==> src/rtl/vsync_gen.sv <==
// vsync_gen: vertical VGA timing (line counting from Hsync falling edges), VRAM row index and RGB enable.
module vsync_gen #(
  parameter int VSYNC_LINES   = 2,
  parameter int VBP_LINES     = 29,
  parameter int VDISP_LINES   = 480,
  parameter int VFP_LINES     = 10,
  parameter int LINES_PER_ROW = 5,
  parameter int ROW_WIDTH     = 7
) (
  input  logic                 clk,
  input  logic                 reset,
  input  logic                 hsync_in,
  input  logic                 hdeactivate,
  output logic                 VGA_VSYNC,
  output logic                 vdeactivate,
  output logic [ROW_WIDTH-1:0] vpixel,
  output logic                 rgb_en,
  output logic                 frame_start
);
  localparam int LINE_W = 10;
  localparam int RC_W   = (LINES_PER_ROW > 1) ? $clog2(LINES_PER_ROW) : 1;
  localparam logic [LINE_W-1:0] VBACK_START  = LINE_W'(VSYNC_LINES);
  localparam logic [LINE_W-1:0] VDISP_START  = LINE_W'(VSYNC_LINES + VBP_LINES);
  localparam logic [LINE_W-1:0] VFRONT_START = LINE_W'(VSYNC_LINES + VBP_LINES + VDISP_LINES);
  localparam logic [LINE_W-1:0] LAST_LINE    = LINE_W'(VSYNC_LINES + VBP_LINES + VDISP_LINES + VFP_LINES - 1);
  localparam logic [RC_W-1:0]   ROW_LAST     = RC_W'(LINES_PER_ROW - 1);

  typedef enum logic [1:0] {VSYNC, VBACK, VDISPLAY, VFRONT} state_t;

  state_t                state_q, state_d;
  logic [LINE_W-1:0]     line_q, line_d;
  logic [RC_W-1:0]       rowcnt_q, rowcnt_d;
  logic [ROW_WIDTH-1:0]  vpixel_q, vpixel_d;
  logic                  hsync_d_q;
  logic                  vsync_q, vsync_d;
  logic                  vdeact_q, vdeact_d;
  logic                  rgb_en_q, rgb_en_d;
  logic                  frame_start_q, frame_start_d;
  logic                  line_tick;

  // A line begins at every sampled 1->0 of Hsync; state advances only on that tick.
  always_comb begin
    line_tick     = hsync_d_q & ~hsync_in;
    line_d        = line_q;
    state_d       = state_q;
    rowcnt_d      = rowcnt_q;
    vpixel_d      = vpixel_q;
    frame_start_d = 1'b0;
    if (line_tick) begin
      line_d        = (line_q == LAST_LINE) ? '0 : line_q + 1'b1;
      frame_start_d = (line_q == LAST_LINE);
      case (state_q)
        VSYNC:    state_d = (line_d == VBACK_START) ? VBACK : VSYNC;
        VBACK: begin
          if (line_d == VDISP_START) begin
            state_d  = VDISPLAY;
            vpixel_d = '0;
            rowcnt_d = '0;
          end
        end
        VDISPLAY: begin
          if (line_d == VFRONT_START) begin
            state_d  = VFRONT;
            vpixel_d = '0;
            rowcnt_d = '0;
          end else begin
            rowcnt_d = (rowcnt_q == ROW_LAST) ? '0 : rowcnt_q + 1'b1;
            vpixel_d = (rowcnt_q == ROW_LAST) ? vpixel_q + 1'b1 : vpixel_q;
          end
        end
        default:  state_d = (line_d == '0) ? VSYNC : VFRONT;
      endcase
    end
    vsync_d  = (state_d != VSYNC);
    vdeact_d = (state_d != VDISPLAY);
    rgb_en_d = ~hdeactivate & ~vdeact_d;
  end

  always_ff @(posedge clk or negedge reset) begin
    if (!reset) begin
      state_q       <= VSYNC;
      line_q        <= '0;
      rowcnt_q      <= '0;
      vpixel_q      <= '0;
      hsync_d_q     <= 1'b0;
      vsync_q       <= 1'b0;
      vdeact_q      <= 1'b1;
      rgb_en_q      <= 1'b0;
      frame_start_q <= 1'b0;
    end else begin
      state_q       <= state_d;
      line_q        <= line_d;
      rowcnt_q      <= rowcnt_d;
      vpixel_q      <= vpixel_d;
      hsync_d_q     <= hsync_in;
      vsync_q       <= vsync_d;
      vdeact_q      <= vdeact_d;
      rgb_en_q      <= rgb_en_d;
      frame_start_q <= frame_start_d;
    end
  end

  assign VGA_VSYNC   = vsync_q;
  assign vdeactivate = vdeact_q;
  assign vpixel      = vpixel_q;
  assign rgb_en      = rgb_en_q;
  assign frame_start = frame_start_q;
endmodule
==> config.mk <==
export PLATFORM = sky130hd
export DESIGN_NAME = vsync_gen
export DESIGN_NICKNAME = d
export VERILOG_FILES = /design/src/rtl/vsync_gen.sv
export SDC_FILE = /design/constraint.sdc
export NUM_CORES = 1
export LEC_CHECK = 0
export ABC_AREA = 1
export BUFFER_PORTS_ARGS = -buffer_cell sky130_fd_sc_hd__buf_2
export CAP_MARGIN = 20
export CORE_MARGIN = 4
export CORE_UTILIZATION = 51
export DETAILED_ROUTE_END_ITERATION = 7
export GPL_ROUTABILITY_DRIVEN = 0
export GPL_TIMING_DRIVEN = 0
export HOLD_SLACK_MARGIN = 0.05
export PLACE_DENSITY = 0.79
export SETUP_SLACK_MARGIN = 0.3
export SLEW_MARGIN = 20
export SYNTH_ARGS = -nofsm -noshare
export SYNTH_HDL_FRONTEND = slang
export SYNTH_SLANG_ARGS = --single-unit
==> constraint.sdc <==
create_clock -name clk -period 2.08 [get_ports clk]
set_clock_uncertainty 0.15 [all_clocks]
set_input_delay 0.104 -clock clk [delete_from_list [all_inputs] [get_ports clk]]
set_output_delay 0.104 -clock clk [all_outputs]
set_load 0.02 [all_outputs]
Word-level counts from Yosys, hierarchy flattened

Index checks and enable logic that the tools add are counted.

Logic and storage cells: 49
Output and inout bits: 11
Register bits after elaboration: 27
Input port bits: 4

Equal/unequal tests: 10
Reduce and logical (&&, ||, !) cells: 6
Add/subtract/negate cells: 3
Bitwise gates (word level): 5
Muxes and demuxes: 16

Operators by type and width:

| kind                                                              | number |
|---|---|
| 7-bit two-way mux                                                 | 3 |
| 7-bit case mux with 2 select lines                                | 1 |
| 10-bit by 1-bit adder with 10-bit output (second input constant)  | 1 |
| 10-bit == test (second input constant)                            | 1 |
| 10-bit by 2-bit == test with 1-bit output (second input constant) | 1 |
| 10-bit by 5-bit == test with 1-bit output (second input constant) | 1 |
| 10-bit by 9-bit == test with 1-bit output (second input constant) | 1 |
| 10-bit zero test                                                  | 1 |
| 10-bit two-way mux                                                | 1 |
| 3-bit two-way mux                                                 | 3 |
| 2-bit two-way mux                                                 | 4 |
| 7-bit by 1-bit adder with 7-bit output (second input constant)    | 1 |
| 2-bit case mux with 3 select lines                                | 1 |
| 3-bit case mux with 2 select lines                                | 1 |
| 2-bit inequality test (second input constant)                     | 2 |
| 4-bit AND reduction                                               | 1 |
| 2-bit nonzero test                                                | 2 |
| 3-bit by 1-bit adder with 3-bit output (second input constant)    | 1 |
| 3-bit == test (second input constant)                             | 1 |
| 3-bit inequality test (second input constant)                     | 1 |
| 1-bit NOT                                                         | 3 |
| 3-bit AND reduction                                               | 1 |
| 1-bit AND                                                         | 2 |
| 2-bit by 1-bit == test with 1-bit output (second input constant)  | 1 |
| 3 further kinds                                                   | 4 |

Logic depth before layout (Yosys ltp)

Depth after elaboration: 9
Gate-level depth with buffers: 15
Gate-level depth less buffers: 15

Worst setup path after synthesis

OpenSTA, ideal clock, no wires.

Path kind: register to register
Start point: register line_q[1]
End point: register vpixel_q[5], in the netlist vpixel[5]
Path buffers: 1
Stages on the path, launching flop included: 16
Setup slack: 0.039 ns
Data required time: 1.812 ns
Data arrival time: 1.773 ns
Cell sequence: dfrtp_1 ha_1 nand2_1 nor2_1 nand2_1 nand2_1 nand2_2 inv_2 nand2_2 nor2_4 nand2_4 a21oi_2 o21ai_2 buf_6 nand2_2 o21ai_2

Longest elaborated chain between the ends: 5
Elaborated cells on any way between the ends: 10
Those cells by class: add/sub (1); eq/ne (5); mux (3); reduce/logical (1)

Ends and longest elaborated chain:

| item                                                                                                   | line   | source |
|---|---|---|
| start, declared                                                                                        | 31     | `logic [LINE_W-1:0] line_q, line_d;` |
| start signal, assigned                                                                                 | 92     | `line_q <= line_d;` |
| 10-bit by 1-bit adder with 10-bit output or 10-bit == test (tied branches)                             | 50     | `line_d = (line_q == LAST_LINE) ? '0 : line_q + 1'b1;` |
| 10-bit two-way mux (*)                                                                                 | 50     |  |
| 10-bit by 9-bit == test with 1-bit output or 10-bit by 5-bit == test with 1-bit output (tied branches) | 62, 55 |  |
| 3-bit inequality test (no source line), or another cell as far along                                   | n/a    |  |
| 4-bit AND reduction (no source line) or 7-bit case mux with 2 select lines (tied branches)             | n/a    |  |
| end signal, assigned                                                                                   | 94     | `vpixel_q <= vpixel_d;` |
| end, declared                                                                                          | 33     | `logic [ROW_WIDTH-1:0] vpixel_q, vpixel_d;` |

Mark *: on every way between the ends. The rest lies on a longest branch, timed or not.
A chain may end at the register's enable or synchronous reset.

Worst setup path in the final report

Start point: register line_q[0]
End point: register vpixel_q[5], in the netlist vpixel[5]

Same word-level chain as after synthesis.

==> out/metrics.cfg <==
[worst_setup_path]
cp_max_fo=6
required_ps=2200
cp_cell_sequence=inv_2 -> ha_4 -> nand2_4 -> nor2_4 -> nand3_4 -> buf_4 -> nand3_2 -> nor2_4 -> nand2_4 -> a21oi_4 -> o21ai_4 -> buf_6 -> nand2_2 -> o21ai_2
arrival_ps=2300
cp-end-kind=register
slowest_stage=dfrtp_2
start_kind=register
crit_type=reg -> reg
cpPeakStageDelay_ps=490

[logic_synthesis]
yosys.area.top_type=dfrtp_1
async_flop_share_pct=100
yosysMostFrequentCell=nand2_1
synth_common_cells=nand2_1 (61), inv_1 (30), dfrtp_1 (26)
avgSynthCellArea_um2=7.61
ys_warn_count=0
synthTopCellsByArea=dfrtp_1 (36%), nand2_1 (13%), inv_1 (6.2%), ha_1 (4.9%), o21ai_2 (4.9%)
synthDistinctLibCells=31
syn_nets=248
ys_ff_latch=27
synth_edf_count=0
synth_ff_type=dfrtp_1
syn_inst=237
synth_seq_area_share_pct=37.5
synth.top_cell.area_share_pct=36.1
netlist_area_um2=1800

[final_layout]
nFillCells=291
layout.area.seq_um2=679
area_growth_pct=25.8
nets=286
antenna_cells=0
design_area_um2=2270
layout-drive-gt1-share_pct=39.1
multi_input_area_um2=1110

[route]
drt-total-wl_mm=4.06
drtIter0Drc=80
route.detailed.drc=0
ant_nets=0
vias=1606
wire_per_inst_um=12.7
dr.pass1.iters=4
vias_per_cell=5.02

[pwr]
pwr-share-clk_pct=15.9
intPower_mw=0.892
switching_share_pct=38.8
p_switching_mw=0.566
seqPwrFrac_pct=44.1
pwr_density_cell_nw_per_um2=642
peakVddDrop_uv=481
p_comb_share_pct=40.0
leakage_nw=1.09

[clock_network]
tritoncts_num_sinks=27
cts_buffers=3
clkTransAtPathRegs_ps=150
cts_tree=done
cts_htree_levels=1
clk_latency_ps=330
cts.path.max_buffers=2
root_buffer=clkbuf_4

[global_routing]
globalRoute.totalOverflow=0
grt_pass1_vias=1575
grt_start_max_net_pins=28
antenna_found_initial=0
grt_pass1_wl_mm=6.67
track_usage_pct=19.0

[place]
port_buffers=14
preCtsSetupSlack_ps=-261
hpwlAfterDp_mm=2.65
place_area_um2=1940

[timing]
layout_setup_ws_ps=-102
rsz0062_at_grt=true
period_share_pct=105
drv_slew=0
relSlewSlack_pct=58.3
hold_viol=0
max_freq_mhz=458
worst_slew_pin_slew_ps=626
tns_ps=-754
finalCriticalPeriod_ps=2180
setup_viol_count_final=10

[floorplanning]
io_pins=15
die_height_um=67.5
core_um2=3360
die-area_um2=4550
rows=21
initial_core_util_pct=53.6
dieWidth_um=67.5

[run_status]
status=complete, but fails checks
violations=setup timing

[worst_hold_path]
min_path_type=in -> reg

[run]
cap_violations=0

[sequential cells by signal (all words and copies together), names as in the netlist]
signal,count
line_q,10
vpixel,7
rowcnt_q,3
state_q,2
VGA_VSYNC,1
frame_start,1
hsync_d_q,1
rgb_en,1
vdeactivate,1
[metrics by stage]
step / std cells / hold slack (ps) / power [mW] / utilization, %
2_1_floorplan: 237 / -342 / 0.950 / -
3_3_place_gp: 297 / -1.32 / 1.03 / 57.6
3_5_place_dp: 297 / 1.53 / 1.04 / 57.6
4_1_cts: 317 / 99.5 / 1.40 / 64.6
5_1_grt: 320 / 124 / 1.56 / 67.4
6_report: 320 / 114 / 1.46 / 67.4
[metal layers]
layer  track usage, %  up-vias  routed length (µm)
met5                0        -                   0
met4             6.08        0                  48
met3             2.83        6                 108
met2             34.0       26                2130
met1             23.3      756                1780
li1                 -      818                   -
[critical path, delay by kind of cell, from the launching register on]
family	cells	cell delay (ps)
AO/OA/AOI/OAI	3	320
adder cells (fa/ha/maj)	1	140
flip-flops	1	490
AND/OR/NAND/NOR	7	580
buffers and inverters	3	420
[cell type report]
class,instances,share of cell area [%]
Inverter,35,5.79
Tap cell,46,2.54
Timing Repair Buffer,33,10.2
Clock buffer,4,1.16
Multi-Input combinational cell,170,49.0
Sequential cell,27,30.0
Buffer,5,1.38
[cells by family after synthesis]
group / after synthesis / synth area share (%)
compound gates: 30 / 11.7
xor+xnor: 3 / 1.46
fa+ha+maj: 7 / 4.86
buf+inv: 40 / 9.02
flops: 27 / 37.5
simple gates: 130 / 35.5
[final timing paths]
| check | start | end | slack [ps] | cells past startpoint |
|---|---|---|---|---|
| setup / recovery | line_q[0] | vpixel[5] | -100 | 14 |
| hold / removal | hsync_in | vpixel[2] | 110 | 7 |
| setup reg to reg | line_q[0] | vpixel[5] | -100 | 14 |
| hold reg to reg | rowcnt_q[0] | rowcnt_q[0] | 370 | 1 |
| max in group asynchronous | reset | line_q[0] | 1180 | 2 |
| min in group asynchronous | reset | line_q[2] | 170 | 2 |
[cells in the final DEF, fill, tap and decap left out, types with 2 or more instances in the layout]
cell type      instances
a21oi_1                2
o21ai_0                8
nor2_2                 5
nor2_1                16
clkbuf_4               3
buf_2                 15
dfrtp_1               24
nand3_2                6
inv_2                  7
buf_4                 14
ha_4                   2
buf_6                  4
nand3_1                9
nand3b_1               2
nand2_1               51
nand4_1                6
or2_2                  2
ha_1                   5
inv_1                 28
clkbuf_1               2
nor2_4                 9
a21oi_2                2
o21ai_2                9
nand2_2               17
xnor2_1                2
dlygate4sd3_1          3
nand2_4                5
dfrtp_2                2
o21ai_1                4
[repair_timing]
action / 4_1_cts / 5_1_grt
cloned: 1 / 0
hold endpoints to repair: 29 / 0
buffers inserted: 12 / 3
pin swaps: 14 / 22
endpoints found under the setup margin: 15 / 21
gates resized for setup: 23 / 19
hold buffers: 3 / 0
[power by group through the flow]
stage                     Sequential, mW  Combinational [mW]  Clock, mW
after CTS                          0.635               0.521      0.243
final                              0.643               0.583      0.232
after floorplan                    0.639               0.311          0
after global placement             0.639               0.388          0
after detailed placement           0.643               0.397          0
after global routing               0.650               0.654      0.256
No activity file was read; power rests on OpenSTA's default activity.
